[src/rtl/tart_acquire_pkg.sv]
// Shared definitions for the acquisition burst writer.
//   state_t        : burst-writer FSM state encoding
//   MEM_DW         : SDRAM data-bus width
//   DEFAULT_BURST  : default words per SDRAM write burst
//   DEFAULT_ADDR   : default SDRAM word-address width
package tart_acquire_pkg;

  typedef enum logic [1:0] {
    ST_IDLE  = 2'b00,
    ST_REQ   = 2'b01,
    ST_BURST = 2'b10
  } state_t;

  localparam int MEM_DW        = 32;
  localparam int DEFAULT_BURST = 8;
  localparam int DEFAULT_ADDR  = 21;

endpackage

[src/rtl/acquire_fifo.sv]
// Single-clock sample FIFO, 2^ABITS entries of WIDTH bits, distributed-RAM
// storage with asynchronous read so the head and the entry behind it are
// visible without a read-latency cycle.
// Ports:
//   clock_i, reset_ni : clock, asynchronous active-low reset
//   clear_i           : synchronous flush (wins over push/pop)
//   push_i, data_i    : write request and data (caller guarantees !full or pop)
//   pop_i             : read request (caller guarantees !empty)
//   head_o            : entry at the read pointer
//   next_o            : entry one past the read pointer
//   level_o           : occupancy, 0 .. 2^ABITS
//   full_o, empty_o   : occupancy flags
module acquire_fifo #(
  parameter int WIDTH = 24,
  parameter int ABITS = 4
) (
  input  logic             clock_i,
  input  logic             reset_ni,
  input  logic             clear_i,
  input  logic             push_i,
  input  logic [WIDTH-1:0] data_i,
  input  logic             pop_i,
  output logic [WIDTH-1:0] head_o,
  output logic [WIDTH-1:0] next_o,
  output logic [ABITS:0]   level_o,
  output logic             full_o,
  output logic             empty_o
);

  localparam int DEPTH = 1 << ABITS;

  logic [WIDTH-1:0] mem_array [DEPTH];
  logic [ABITS-1:0] wr_ptr_reg;
  logic [ABITS-1:0] rd_ptr_reg;
  logic [ABITS-1:0] rd_ptr_next;
  logic [ABITS:0]   count_reg;

  // Storage has no reset; only the pointers define what is valid.
  always_ff @(posedge clock_i) begin
    if (push_i && !clear_i) begin
      mem_array[wr_ptr_reg] <= data_i;
    end
  end

  always_ff @(posedge clock_i or negedge reset_ni) begin
    if (!reset_ni) begin
      wr_ptr_reg <= '0;
      rd_ptr_reg <= '0;
      count_reg  <= '0;
    end else if (clear_i) begin
      wr_ptr_reg <= '0;
      rd_ptr_reg <= '0;
      count_reg  <= '0;
    end else begin
      if (push_i) begin
        wr_ptr_reg <= wr_ptr_reg + ABITS'(1);
      end
      if (pop_i) begin
        rd_ptr_reg <= rd_ptr_reg + ABITS'(1);
      end
      case ({push_i, pop_i})
        2'b10:   count_reg <= count_reg + (ABITS+1)'(1);
        2'b01:   count_reg <= count_reg - (ABITS+1)'(1);
        default: count_reg <= count_reg;
      endcase
    end
  end

  assign rd_ptr_next = rd_ptr_reg + ABITS'(1);
  assign head_o      = mem_array[rd_ptr_reg];
  assign next_o      = mem_array[rd_ptr_next];
  assign level_o     = count_reg;
  assign full_o      = count_reg[ABITS];
  assign empty_o     = (count_reg == '0);

endmodule

[src/rtl/acquire_burst_writer.sv]
// Buffers the capture sample stream in a small FIFO and drains it to the
// SDRAM controller as fixed-length write bursts (request/grant, then
// write beats qualified by ready) at sequential, wrapping word addresses.
// Ports:
//   clock_i, reset_ni   : clock, asynchronous active-low reset
//   enable_i            : capture enable; samples ignored while low
//   clear_i             : flush FIFO, zero address, clear flags (IDLE only)
//   valid_i, data_i     : sample strobe and WIDTH-bit sample
//   mem_req_o/mem_gnt_i : burst request and one-cycle grant
//   mem_wr_o/mem_rdy_i  : beat valid and controller acceptance
//   mem_adr_o/mem_dat_o : beat word address and zero-padded 32-bit data
//   level_o             : FIFO occupancy
//   overflow_o          : sticky, a sample was dropped on a full FIFO
//   wrapped_o           : sticky, the address rolled over to zero
// DELAY is kept for compatibility with simulation wrappers; it does not
// change this logic.
module acquire_burst_writer
  import tart_acquire_pkg::*;
#(
  parameter int WIDTH = 24,
  parameter int BURST = DEFAULT_BURST,
  parameter int ABITS = 4,
  parameter int ADDR  = DEFAULT_ADDR,
  parameter int DELAY = 3
) (
  input  logic              clock_i,
  input  logic              reset_ni,
  input  logic              enable_i,
  input  logic              clear_i,
  input  logic              valid_i,
  input  logic [WIDTH-1:0]  data_i,
  output logic              mem_req_o,
  input  logic              mem_gnt_i,
  output logic              mem_wr_o,
  input  logic              mem_rdy_i,
  output logic [ADDR-1:0]   mem_adr_o,
  output logic [MEM_DW-1:0] mem_dat_o,
  output logic [ABITS:0]    level_o,
  output logic              overflow_o,
  output logic              wrapped_o
);

  localparam int              CW        = (BURST > 1) ? $clog2(BURST) : 1;
  localparam logic [ABITS:0]  BURST_LVL = (ABITS+1)'(BURST);
  localparam logic [CW-1:0]   LAST_BEAT = CW'(BURST - 1);
  localparam logic [ADDR-1:0] ADR_MAX   = '1;

  // Reject parameter sets the burst logic cannot honour.
  if (BURST < 1 || BURST > (1 << ABITS) / 2 || (BURST & (BURST - 1)) != 0 ||
      WIDTH > MEM_DW || DELAY < 0) begin : g_bad_params
    $error("acquire_burst_writer: illegal parameter combination");
  end

  state_t            state_reg;
  logic              req_reg;
  logic              wr_reg;
  logic [ADDR-1:0]   adr_reg;
  logic [MEM_DW-1:0] dat_reg;
  logic              overflow_reg;
  logic              wrapped_reg;
  logic [CW-1:0]     beat_reg;

  logic [ABITS:0]    fifo_level;
  logic              fifo_full;
  logic              fifo_empty;
  logic [WIDTH-1:0]  fifo_head;
  logic [WIDTH-1:0]  fifo_next;

  logic sample_in;
  logic clear_ok;
  logic beat_done;
  logic fifo_push;
  logic fifo_pop;
  logic drop;

  assign sample_in = enable_i & valid_i;
  assign clear_ok  = clear_i & (state_reg == ST_IDLE);
  assign beat_done = (state_reg == ST_BURST) & wr_reg & mem_rdy_i;
  assign fifo_pop  = beat_done & ~fifo_empty;
  // A pop frees a slot in the same cycle, so a full FIFO still accepts.
  assign fifo_push = sample_in & ~clear_ok & (~fifo_full | fifo_pop);
  assign drop      = sample_in & ~clear_ok & fifo_full & ~fifo_pop;

  acquire_fifo #(
    .WIDTH (WIDTH),
    .ABITS (ABITS)
  ) u_fifo (
    .clock_i  (clock_i),
    .reset_ni (reset_ni),
    .clear_i  (clear_ok),
    .push_i   (fifo_push),
    .data_i   (data_i),
    .pop_i    (fifo_pop),
    .head_o   (fifo_head),
    .next_o   (fifo_next),
    .level_o  (fifo_level),
    .full_o   (fifo_full),
    .empty_o  (fifo_empty)
  );

  always_ff @(posedge clock_i or negedge reset_ni) begin
    if (!reset_ni) begin
      state_reg    <= ST_IDLE;
      req_reg      <= 1'b0;
      wr_reg       <= 1'b0;
      adr_reg      <= '0;
      dat_reg      <= '0;
      overflow_reg <= 1'b0;
      wrapped_reg  <= 1'b0;
      beat_reg     <= '0;
    end else begin
      if (drop) begin
        overflow_reg <= 1'b1;
      end
      case (state_reg)
        ST_IDLE: begin
          if (clear_i) begin
            adr_reg      <= '0;
            overflow_reg <= 1'b0;
            wrapped_reg  <= 1'b0;
          end else if (fifo_level >= BURST_LVL) begin
            state_reg <= ST_REQ;
            req_reg   <= 1'b1;
          end
        end
        ST_REQ: begin
          if (mem_gnt_i) begin
            state_reg <= ST_BURST;
            req_reg   <= 1'b0;
            wr_reg    <= 1'b1;
            dat_reg   <= MEM_DW'(fifo_head);
            beat_reg  <= '0;
          end
        end
        ST_BURST: begin
          if (beat_done) begin
            adr_reg <= adr_reg + ADDR'(1);
            if (adr_reg == ADR_MAX) begin
              wrapped_reg <= 1'b1;
            end
            if (beat_reg == LAST_BEAT) begin
              wr_reg    <= 1'b0;
              state_reg <= ST_IDLE;
            end else begin
              beat_reg <= beat_reg + CW'(1);
              // The head is being popped this cycle, so the next beat
              // carries the entry behind it.
              dat_reg  <= MEM_DW'(fifo_next);
            end
          end
        end
        default: begin
          state_reg <= ST_IDLE;
          req_reg   <= 1'b0;
          wr_reg    <= 1'b0;
        end
      endcase
    end
  end

  assign mem_req_o  = req_reg;
  assign mem_wr_o   = wr_reg;
  assign mem_adr_o  = adr_reg;
  assign mem_dat_o  = dat_reg;
  assign level_o    = fifo_level;
  assign overflow_o = overflow_reg;
  assign wrapped_o  = wrapped_reg;

endmodule
[config.mk]
export PLATFORM = sky130hd
export DESIGN_NAME = acquire_burst_writer
export DESIGN_NICKNAME = d
export VERILOG_FILES = /design/src/rtl/tart_acquire_pkg.sv /design/src/rtl/acquire_fifo.sv /design/src/rtl/acquire_burst_writer.sv
export SDC_FILE = /design/constraint.sdc
export NUM_CORES = 1
export LEC_CHECK = 0
export CORE_ASPECT_RATIO = 0.7
export CORE_MARGIN = 2
export CORE_UTILIZATION = 42
export CTS_CLUSTER_SIZE = 16
export DETAILED_ROUTE_END_ITERATION = 12
export GPL_ROUTABILITY_DRIVEN = 0
export PLACE_DENSITY = 0.65
export SYNTH_ARGS = -nofsm -noshare
export SYNTH_HDL_FRONTEND = slang
export SYNTH_SLANG_ARGS = --single-unit
[constraint.sdc]
create_clock -name clock_i -period 7 [get_ports clock_i]
set_clock_uncertainty 0.15 [all_clocks]
set_input_delay 1.75 -clock clock_i [delete_from_list [all_inputs] [get_ports clock_i]]
set_output_delay 1.75 -clock clock_i [all_outputs]
set_load 0.02 [all_outputs]
==> impl_metrics.env <==
export IMPL_status="completed"
export IMPL_track_usage_pct=20.1
export IMPL_synth_common_cells="edfxtp_1, mux4_2, nor2_1"
export IMPL_slowest_delay_ns=1.02
export IMPL_crit_path_end_kind="flop"
export IMPL_synth_most_common_cell="edfxtp_1"
export IMPL_worstPathMaxFanout=24
export IMPL_path_cells="clkdlybuf4s50_1 -> nand4b_1 -> a21oi_2 -> nand3b_1 -> nor2_4"
export IMPL_timing_fmax_mhz=206
export IMPL_wl_per_cell_um=26.3
export IMPL_cts_tree="built"
export IMPL_die_area_um2=52300
export IMPL_layout_drive_gt1_share_pct=25.3
export IMPL_synth_async_reset_ratio_pct=14.9
export IMPL_largest_reg_flops=384
export IMPL_dieWidth_um=273
export IMPL_yosysTopAreaCell="edfxtp_1"
export IMPL_hp_class="reg -> reg"
export IMPL_relSlewSlack_pct=20.1
export IMPL_ios=93
export IMPL_startpoint_type="primary input"
export IMPL_clk_latency_ns=0.55
export IMPL_drtIter0Drc=1291
export IMPL_antenna_left=0
export IMPL_port_buffer_count=84
export IMPL_cts_htree_levels=2
export IMPL_power_density_nw_per_um2=326
export IMPL_hold_viol_final=0
export IMPL_cts_resized=0
export IMPL_post_route_util_pct=48.5
export IMPL_drcViolationCount=0
export IMPL_clkTransAtPathRegs_ns=0.06
export IMPL_first_pass_iters=5
export IMPL_slowest_stage="nor2_4"
export IMPL_maxCapViolCount=0
export IMPL_antenna_found_initial=0
export IMPL_syn_avg_cell_area_um2=17.3
export IMPL_top_register="u_fifo.mem_array"
export IMPL_ctsHoldBuffers=0
export IMPL_grt_max_degree=70
export IMPL_arrival_ns=4.86
export IMPL_post_cts_buffers=0
export IMPL_worst_slew_pin_slew_ns=1.20
export IMPL_synthFlopType="edfxtp_1"
export IMPL_setup_viol=0
export IMPL_worstSetupPathType="in -> reg"
export IMPL_postSynthRegisterBits=451
export IMPL_area_delta_synth_final_pct=13.4
export IMPL_numCtsBuffers=44
export IMPL_clkSinkCount=451
export IMPL_post_route_period_util_pct=69.3
export IMPL_dp_hpwl_um=29800
export IMPL_via_count=12000
export IMPL_die_h_um=192
export IMPL_period_needed_ns=4.85
export IMPL_synth_distinct_cells=52
export IMPL_power_leakage_nw=7.43
export IMPL_tns_ns=0
export IMPL_fill_cells=4094
export IMPL_ys_top_cells_by_area="edfxtp_1, mux4_2, dfrtp_1"
export IMPL_yosys_area_top_type_share_pct=54.4
export IMPL_cts_buffer_depth=3
export IMPL_clockRootBuffer="clkbuf_16"
export IMPL_grt_pass1_vias=12100
export IMPL_ys_seq_area_share_pct=62.3
export IMPL_start_util_pct=42.7
export IMPL_coreArea_um2=49600
export IMPL_grt_overflow=0
export IMPL_syn_inst=1225
export IMPL_critPathRequiredTime_ns=7.02
export IMPL_grt_pass1_wl_um=78000
export IMPL_peakVddDrop_mv=0.218
export IMPL_wirelength_um=52100
export IMPL_syn_area_um2=21200
export IMPL_slew_viol_final=0
export IMPL_synth_edff_count=384
export IMPL_layout_nets=1328
export IMPL_n_antenna_cell=0
export IMPL_yosysWarnings=0
export IMPL_rsz0062_at_grt="false"
export IMPL_rows=68
export IMPL_viasPerCell=6.08
==> kinds of logic after synthesis <==
group	count (synthesis)	synth area share, %
xor gates and xnor gates	20	0.862
AOI/OAI and AO/OA	143	4.85
and+or+nand+nor	224	4.85
adders and majority gates	10	0.590
DFF	451	62.3
buffers and inverters	107	2.36
muxes	269	24.2
other	1	0.0177
==> critical path, delay by kind of cell <==
family / cells / cell delay [ns]
AND/OR/NAND/NOR: 3 / 1.93
AO/OA/AOI/OAI: 1 / 0.63
buffers and inverters: 1 / 0.53
==> metrics by stage <==
stage / setup slack, ns / std cells / power, mW / instance area (um2) / hold WS, ns
floorplan: 2.10 / 1232 / 4.94 / 21200 / 0.295
global placement: 1.84 / 1906 / 5.59 / 22700 / 0.309
detailed placement: 1.63 / 1906 / 5.62 / 22700 / 0.325
CTS: 2.21 / 1982 / 7.89 / 24000 / 0.349
global route: 2.03 / 1982 / 8.18 / 24000 / 0.366
finish: 2.15 / 1982 / 7.83 / 24000 / 0.344
==> per-layer routing <==
| metal | global-route usage [%] | wire (um) | vias up |
|---|---|---|---|
| met1 | 29.2 | 23100 | 6380 |
| met4 | 3.59 | 609 | 0 |
| li1 | - | - | 5153 |
| met5 | 0 | 0 | - |
| met3 | 4.91 | 4310 | 57 |
| met2 | 31.2 | 24100 | 455 |
==> power breakdown <==
group	leakage (nW)	internal, mW	switching (mW)
logic	2.44	1.14	1.17
clock network	0.646	1.25	1.02
registers	4.34	3.05	0.199
==> area by class of cell <==
type,instances,area [um2],area share (%)
clock buffers,60,1210,5.04
flip-flops and latches,451,13200,55.0
multi-input cells,674,7620,31.7
well taps,665,832,3.46
clock inverters,16,118,0.489
inverters,10,37.5,0.156
repair buffers,106,1000,4.17
==> path summary, 6_finish.rpt <==
kind                                                   from                           endpoint  slack (ns)  depth (start not counted)
setup / recovery                                  mem_rdy_i  u_fifo.mem_array[11][1]$_DFFE_PP_        2.15                          5
hold / removal                      beat_reg[2]$_DFFE_PN0P_            beat_reg[2]$_DFFE_PN0P_        0.34                          2
setup reg to reg           u_fifo.rd_ptr_reg[0]$_DFFE_PN0P_          mem_dat_o[13]$_DFFE_PN0P_        3.02                          8
hold reg to reg                     beat_reg[2]$_DFFE_PN0P_            beat_reg[2]$_DFFE_PN0P_        0.34                          2
max in group asynchronous                          reset_ni   u_fifo.rd_ptr_reg[0]$_DFFE_PN0P_        4.76                          1
min in group asynchronous                          reset_ni           mem_dat_o[4]$_DFFE_PN0P_        1.21                          1
==> cells in the final DEF, fill, tap and decap left out, types with 9 or more instances in the layout <==
cell / synthesis / final
o22ai_1: 24 / 24
nand2_1: 71 / 71
buf_4: 14 / 23
a21oi_1: 11 / 11
o21ai_0: 43 / 43
mux4_2: 192 / 192
clkdlybuf4s50_1: 0 / 83
mux2_2: 25 / 25
a221oi_1: 24 / 24
dfrtp_1: 67 / 64
nor2_1: 87 / 82
clkbuf_16: 0 / 45
clkbuf_1: 35 / 12
xor2_1: 11 / 11
or3_1: 9 / 9
clkinv_2: 0 / 9
edfxtp_1: 384 / 384
mux2i_1: 52 / 52
ha_1: 10 / 9
a221o_1: 24 / 24
inv_1: 10 / 10
No activity file was read; power rests on OpenSTA's default activity.
